$ cat src/rtl/fifo_reader.sv
// fifo_reader: issues reads to a FIFO with one-cycle read latency and feeds
// the returned words into a 2-entry skid buffer. The buffer is presented as a
// valid/ready stream. A credit rule stops the buffer from ever being
// over-committed.
// Optional feature: define FIFO_READER_STATS_EN to build the word/error
// statistics counters. Without it, both counter outputs are tied to zero.
module fifo_reader #(
    parameter int DATA_WIDTH = 32,
    parameter int CNT_WIDTH  = 16
) (
    input  logic                  clk,
    input  logic                  reset_n,
    input  logic                  en,
    input  logic                  flush,
    input  logic                  fifo_empty,
    input  logic [DATA_WIDTH-1:0] fifo_d_out,
    input  logic                  fifo_rd_ack,
    input  logic                  fifo_rd_err,
    output logic                  fifo_rd_en,
    output logic [DATA_WIDTH-1:0] m_data,
    output logic                  m_valid,
    input  logic                  m_ready,
    output logic [CNT_WIDTH-1:0]  word_count,
    output logic [CNT_WIDTH-1:0]  err_count
);

    typedef enum logic [1:0] {
        EMPTY = 2'd0,
        ONE   = 2'd1,
        FULL  = 2'd2
    } state_t;

    state_t                state;
    state_t                state_next;
    logic [DATA_WIDTH-1:0] slot0;
    logic [DATA_WIDTH-1:0] slot1;
    logic                  pending;
    logic                  drop_ack;
    logic                  pop;
    logic                  capture;
    logic                  room;
    logic                  wr_slot0;
    logic                  wr_slot1;
    logic [2:0]            committed;
    logic [2:0]            allowance;

    // slot0 is always the head of the stream, so the output needs no mux
    assign m_valid = (state != EMPTY);
    assign m_data  = slot0;

    // A flush cycle may see m_valid && m_ready, but that is not a transfer
    assign pop = m_valid && m_ready && !flush;

    // drop_ack hides the ack in the cycle after a flush or reset release,
    // because that ack belongs to a read issued before the discard
    assign capture = fifo_rd_ack && !fifo_rd_err && !flush && !drop_ack;

    // The credit test is 2 - occ - pending + pop >= 1, rearranged so it needs
    // no signed arithmetic: occ + pending <= 1 + pop
    assign committed = 3'(state) + 3'(pending);
    assign allowance = 3'd1 + 3'(pop);
    assign room      = (committed <= allowance);

    // Reset also blocks the request so nothing is issued while in reset
    assign fifo_rd_en = reset_n && en && !flush && !fifo_empty && room;

    // The tail slot depends on how many words stay after this cycle's pop.
    // A capture while FULL without a pop has no free slot and is dropped.
    assign wr_slot0 = capture && ((state == EMPTY) || ((state == ONE) && pop));
    assign wr_slot1 = capture && (((state == ONE) && !pop) || ((state == FULL) && pop));

    // Occupancy state register
    always_ff @(posedge clk or negedge reset_n) begin
        if (!reset_n) begin
            state <= EMPTY;
        end else begin
            state <= state_next;
        end
    end

    // Occupancy transitions from capture/pop, with flush emptying the buffer
    always_comb begin
        state_next = state;
        if (flush) begin
            state_next = EMPTY;
        end else begin
            case (state)
                EMPTY: begin
                    if (capture) begin
                        state_next = ONE;
                    end
                end
                ONE: begin
                    if (capture && !pop) begin
                        state_next = FULL;
                    end else if (!capture && pop) begin
                        state_next = EMPTY;
                    end
                end
                FULL: begin
                    if (pop && !capture) begin
                        state_next = ONE;
                    end
                end
                default: state_next = EMPTY;
            endcase
        end
    end

    // Buffer storage: shift forward on pop, then write the tail on capture
    always_ff @(posedge clk or negedge reset_n) begin
        if (!reset_n) begin
            slot0 <= '0;
            slot1 <= '0;
        end else if (!flush) begin
            if (pop) begin
                slot0 <= slot1;
            end
            if (wr_slot0) begin
                slot0 <= fifo_d_out;
            end
            if (wr_slot1) begin
                slot1 <= fifo_d_out;
            end
        end
    end

    // Track the one read in flight, and arm the ack filter after flush/reset
    always_ff @(posedge clk or negedge reset_n) begin
        if (!reset_n) begin
            pending  <= 1'b0;
            drop_ack <= 1'b1;
        end else begin
            pending  <= fifo_rd_en;
            drop_ack <= flush;
        end
    end

`ifdef FIFO_READER_STATS_EN
    logic [CNT_WIDTH-1:0] word_cnt;
    logic [CNT_WIDTH-1:0] err_cnt;

    // Statistics: delivered words and read errors, both wrapping naturally
    always_ff @(posedge clk or negedge reset_n) begin
        if (!reset_n) begin
            word_cnt <= '0;
            err_cnt  <= '0;
        end else begin
            if (pop) begin
                word_cnt <= word_cnt + CNT_WIDTH'(1);
            end
            if (fifo_rd_err) begin
                err_cnt <= err_cnt + CNT_WIDTH'(1);
            end
        end
    end

    assign word_count = word_cnt;
    assign err_count  = err_cnt;
`else
    assign word_count = '0;
    assign err_count  = '0;
`endif

endmodule
$ cat config.mk
export PLATFORM = sky130hd
export DESIGN_NAME = fifo_reader
export DESIGN_NICKNAME = d
export VERILOG_FILES = /design/src/rtl/fifo_reader.sv
export SDC_FILE = /design/constraint.sdc
export NUM_CORES = 1
export LEC_CHECK = 0
export CAP_MARGIN = 20
export CELL_PAD_IN_SITES_DETAIL_PLACEMENT = 0
export CELL_PAD_IN_SITES_GLOBAL_PLACEMENT = 1
export CORE_AREA = 2 2 96 98
export CTS_CLUSTER_SIZE = 16
export DETAILED_ROUTE_END_ITERATION = 6
export DIE_AREA = 0 0 98 100
export HOLD_SLACK_MARGIN = 0.05
export PLACE_DENSITY = 0.94
export SLEW_MARGIN = 20
export SYNTH_ARGS = -nofsm -noshare
export SYNTH_HDL_FRONTEND = slang
export SYNTH_SLANG_ARGS = --single-unit
$ cat constraint.sdc
create_clock -name clk -period 4.1 [get_ports clk]
set_clock_uncertainty 0.05 [all_clocks]
set_input_delay 0.41 -clock clk [delete_from_list [all_inputs] [get_ports clk]]
set_output_delay 0.41 -clock clk [all_outputs]
set_load 0.01 [all_outputs]
==> Yosys cells after proc, flatten, opt, wreduce, memory -nomap -nowiden <==
Index checks and enable logic that the tools add are counted.
{ "word_totals": {"ff_bits": 68, "inputBits": 40, "out_inout_bits": 66, "wordCells": 52} }
{ "classes": {"add_sub_neg": 2, "order_cmp": 1, "n_eq_ne": 5, "n_mux": 8, "n_bitwise": 1, "reduce_logical": 30} }
{ "ops": {"columns": ["op", "n"], "rows": [
  ["2-to-1 mux 32 bit", 2],
  ["logical AND 1 bit", 16],
  ["2-to-1 mux 2 bit", 5],
  ["zero test 1 bit", 6],
  ["one-hot mux 2 bit (3 select lines)", 1],
  ["!= test 4 x 2 -> 1 bit, second input constant", 1],
  ["AND reduction 2 bit", 2],
  ["nonzero test 2 bit", 2],
  ["adder 2 x 1 -> 3 bit", 1],
  ["<= comparator 3 x 2 -> 1 bit", 1],
  ["!= test 3 x 2 -> 1 bit, second input constant", 1],
  ["!= test 3 bit, second input constant", 1],
  ["AND reduction 3 bit", 1],
  ["adder 1 x 1 -> 2 bit, first input constant", 1],
  ["== test 2 x 1 -> 1 bit, second input constant", 1],
  ["== test 2 bit, second input constant", 1],
  ["zero test 2 bit", 1],
  ["logical OR 1 bit", 2],
  ["NOT 1 bit", 1]
]} }

==> Depth between registers and ports, before layout <==
{ "depth": {"depth_word": 10, "ltp_mapped": 9, "depth_no_buf": 8} }

==> Worst setup path after synthesis <==
Ideal clock, no wire load.
{ "synth_timing": {"kind": "input port to output port", "startpoint": "input flush", "endpoint": "output fifo_rd_en", "arrival_time_ns": 2.252, "slack_ns": 1.388, "stages": 8, "n_path_buf": 1, "cell_sequence": "nand2b_1 > nor2_4 > buf_2 > inv_1 > fa_1 > a31oi_1 > a31oi_1 > nor4_1"} }
{ "synth_via": {"elab_chain_len": 5, "elab_cells_between_ends": 7} }
{ "synth_lines": {"columns": ["item", "line_no", "rtl"], "rows": [
  ["start, declared", "14", "input logic flush,"],
  ["zero test 1 bit (*)", null, null],
  ["logical AND 1 bit", "52", "assign pop = m_valid && m_ready && !flush;"],
  ["adder 1 x 1 -> 2 bit", "61", "assign allowance = 3'd1 + 3'(pop);"],
  ["<= comparator 3 x 2 -> 1 bit", "62", "assign room = (committed <= allowance);"],
  ["logical AND 1 bit (*)", "65", "assign fifo_rd_en = reset_n && en && !flush && !fifo_empty && room;"],
  ["end, declared", "19", "output logic fifo_rd_en,"]
]} }
Every way passes the cells marked *; elsewhere a longest branch is shown, timed or not.

==> Worst setup path in the final report <==
Ends and elaborated chain as after synthesis.

==> flow_metrics.py <==
metrics = {
    "worst_setup_path": {
        "setup.worst_path.start_class": "input port",
        "endpoint_kind": "primary output",
        "worst-endpoint-arrival_ns": 3.02,
        "req_time_crit_path_ns": 3.64,
        "crit_path_max_fanout": 6,
        "setup.worst_path.class": "input port to primary output",
    },
    "timing": {
        "setup_tns_ns": 0,
        "period_share": 0.848,
        "post_route_setup_slack_ns": 0.622,
        "worst_max_slew_margin_expressed_relative_to_the_limit": 0.427,
        "setup_repair_after_global_routing_missed_its_margin": "false",
        "tightest_slew_ns": 0.857,
        "final_worst_path_period_need_ns": 3.48,
        "drv_slew": 0,
        "max_freq_ghz": 0.288,
        "hold_viol_final": 0,
        "report.final.setup_viol": 0,
    },
    "die": {
        "floorplan.die.height_um": 100,
        "die_width_um": 98,
        "row_count": 35,
        "start_util": 0.368,
        "core_um2": 8890,
        "io_pins": 106,
        "floorplan.die_area_um2": 9800,
    },
    "yosys": {
        "yosysTopAreaCell": "sky130_fd_sc_hd__dfrtp_1",
        "post_synth.cell_area_avg_um2": 12.0,
        "synth.area.top_cells": "sky130_fd_sc_hd__dfrtp_1 (51%), sky130_fd_sc_hd__mux2_1 (10%), sky130_fd_sc_hd__mux2i_1 (10%)",
        "yosysSeqAreaShare": 0.520,
        "yosysWarnings": 0,
        "ys_seq_elements": 68,
        "post-synth-top-area-fraction": 0.512,
        "syn-instance-count": 274,
        "yosysUniqueCellTypes": 24,
        "post_synth_instance_area_um2": 3270,
    },
    "layout": {
        "final_layout_size_suffix_gt1_frac": 0.0769,
        "layout.nets": 392,
        "area_delta_synth_final_pct": 26.3,
        "fin_cells": 462,
        "total_inserted_antenna_cells": 0,
        "fin_area_um2": 4140,
    },
    "clocking": {
        "htreeDepth": 3,
        "post_cts_hold_buffer_count": 0,
        "clk-insertion-delay-late_ns": 0.33,
        "clock_tree.buffer_depth": 2,
        "cts.repair_timing.setup_buffer_count": 0,
        "tritoncts": "done",
        "clock-sinks": 68,
        "numCtsBuffers": 9,
        "clk_pin_slew_ns": 0.08,
        "ctsResizeCount": 0,
        "cts_root_buf": "sky130_fd_sc_hd__clkbuf_8",
    },
    "global_routing": {
        "first_global_vias": 2208,
        "grt_overflow": 0,
        "track_usage": 0.136,
        "first_pass_grt_wire_length_um": 10600,
        "antenna_found_initial": 0,
        "largest_net_degree_at_the_start_of_global_routing": 69,
    },
    "placed_design": {
        "detailed_place.area_um2": 3920,
        "post-place-ws_ns": 0.628,
        "dp_cells": 446,
        "weighted_congestion_at_the_end_of_routability_driven_global_placement": 0.769,
        "buffer_ports.inserted": 73,
        "dp.final_hpwl_um": 4060,
    },
    "power_and_ir_drop": {
        "totalPowerFinal_mw": 1.83,
        "pd_cells_nw_per_um2": 441,
        "total_leakage_power_nw": 1.85,
        "vdd.ir_drop.worst_uv": 204,
    },
    "route": {
        "routed_via_density": 4.50,
        "wl_per_cell_um": 13.2,
        "first_iter_violations": 86,
        "postRouteAntennaNets": 0,
        "drt_drc_violations_left": 0,
        "num_vias": 2079,
        "routed_wl_um": 6120,
        "drtPass1Iterations": 4,
    },
    "outcome": {
        "outcome": "complete, no violations",
    },
    "min_path": {
        "min_path_type": "input port to asynchronous set/reset pin",
    },
    "flow_run": {
        "max-cap-violations": 0,
    },
}
==> worst max-delay path, stage by stage <==
cell and delay (ns):
sky130_fd_sc_hd__clkdlybuf4s50_1 0.52, sky130_fd_sc_hd__nand2b_1 0.30, sky130_fd_sc_hd__nor2_4 0.12, sky130_fd_sc_hd__inv_1 0.09
sky130_fd_sc_hd__fa_1 0.49, sky130_fd_sc_hd__a31oi_1 0.16, sky130_fd_sc_hd__a31oi_1 0.06, sky130_fd_sc_hd__nor4_1 0.26
sky130_fd_sc_hd__clkdlybuf4s50_1 0.60
==> logic make-up after synthesis <==
family | synth area share
AND/OR/NAND/NOR | 0.0653
multiplexers | 0.211
flip-flops | 0.520
buffers and inverters | 0.117
adder cells (fa/ha/maj) | 0.0252
AO/OA/AOI/OAI | 0.0604
other | 0.00115
==> through the flow <==
step | util | hold slack, ns
3_3_place_gp | 0.441 | 0.423
2_1_floorplan | - | 0.0644
4_1_cts | 0.464 | 0.289
6_report | 0.465 | 0.235
3_5_place_dp | 0.441 | 0.432
5_1_grt | 0.465 | 0.301
==> final timing paths <==
path                            startpoint         end  slack [ns]  depth (start not counted)
worst max-delay path                 flush  fifo_rd_en        0.62                          9
worst min-delay path               reset_n    slot1[0]        0.23                          2
worst max register to register    state[1]     pending        1.98                          7
worst min register to register   slot1[21]   slot1[21]        0.44                          1
max in group asynchronous          reset_n  m_data[23]        3.17                          2
min in group clk                   reset_n     pending        0.30                          3
==> flip-flops by register name (all words and copies together) (netlist names) <==
| signal | cells |
|---|---|
| state | 2 |
| pending | 1 |
| m_data | 32 |
| drop_ack | 1 |
| slot1 | 32 |
==> synthesized netlist by cell type <==
| cell | count |
|---|---|
| sky130_fd_sc_hd__a31oi_1 | 3 |
| sky130_fd_sc_hd__nor4b_4 | 1 |
| sky130_fd_sc_hd__mux2_2 | 2 |
| sky130_fd_sc_hd__conb_1 | 1 |
| sky130_fd_sc_hd__o32a_1 | 1 |
| sky130_fd_sc_hd__nor4_1 | 1 |
| sky130_fd_sc_hd__fa_1 | 1 |
| sky130_fd_sc_hd__nand2_1 | 3 |
| sky130_fd_sc_hd__dfstp_2 | 1 |
| sky130_fd_sc_hd__nor2_4 | 1 |
| sky130_fd_sc_hd__a21oi_1 | 32 |
| sky130_fd_sc_hd__buf_6 | 7 |
| sky130_fd_sc_hd__nand3b_1 | 2 |
| sky130_fd_sc_hd__inv_2 | 1 |
| sky130_fd_sc_hd__inv_1 | 6 |
| sky130_fd_sc_hd__buf_4 | 35 |
| sky130_fd_sc_hd__nand2b_1 | 3 |
| sky130_fd_sc_hd__dfrtp_1 | 67 |
| sky130_fd_sc_hd__a211o_1 | 1 |
| sky130_fd_sc_hd__buf_2 | 3 |
| sky130_fd_sc_hd__nor2_1 | 34 |
| sky130_fd_sc_hd__mux2_1 | 30 |
| sky130_fd_sc_hd__mux2i_1 | 33 |
| sky130_fd_sc_hd__ha_1 | 5 |
==> routing by layer <==
metal,track usage,wire (um),up-vias
met3,0.0327,309,8
met4,0.0545,86,0
li1,-,-,1008
met1,0.161,2560,1003
met5,0,0,-
met2,0.238,3160,60
==> area by class of cell <==
cell class / count / area, um^2
well taps: 111 / 139
multi-input cells: 185 / 1320
clock buffers: 11 / 151
clock inverters: 5 / 58.8
fillers: 833 / 4750
inverters: 7 / 26.3
repair buffers: 75 / 741
flip-flops and latches: 68 / 1700
==> power by group <==
group,leakage [nW],switching (mW),internal [mW]
registers,0.850,0.0587,0.783
logic,0.893,0.167,0.247
clock network,0.102,0.254,0.315
==> placed cells by master (no fill, tap or decap), types with 2 or more instances in the layout <==
cell type                         netlist  routed
sky130_fd_sc_hd__nand2_1                3       2
sky130_fd_sc_hd__buf_4                 35       2
sky130_fd_sc_hd__mux2_1                30      30
sky130_fd_sc_hd__clkinvlp_4             0       2
sky130_fd_sc_hd__mux2_2                 2       2
sky130_fd_sc_hd__clkdlybuf4s50_1        0      72
sky130_fd_sc_hd__conb_1                 1      32
sky130_fd_sc_hd__a21oi_1               32      32
sky130_fd_sc_hd__mux2i_1               33      33
sky130_fd_sc_hd__dfrtp_1               67      67
sky130_fd_sc_hd__nand3b_1               2       2
sky130_fd_sc_hd__inv_1                  6       6
sky130_fd_sc_hd__nand2b_1               3       3
sky130_fd_sc_hd__ha_1                   5       5
sky130_fd_sc_hd__nor2_1                34      34
sky130_fd_sc_hd__clkbuf_8               0      11
sky130_fd_sc_hd__a31oi_1                3       3
Power figures use the tool's default switching activity.
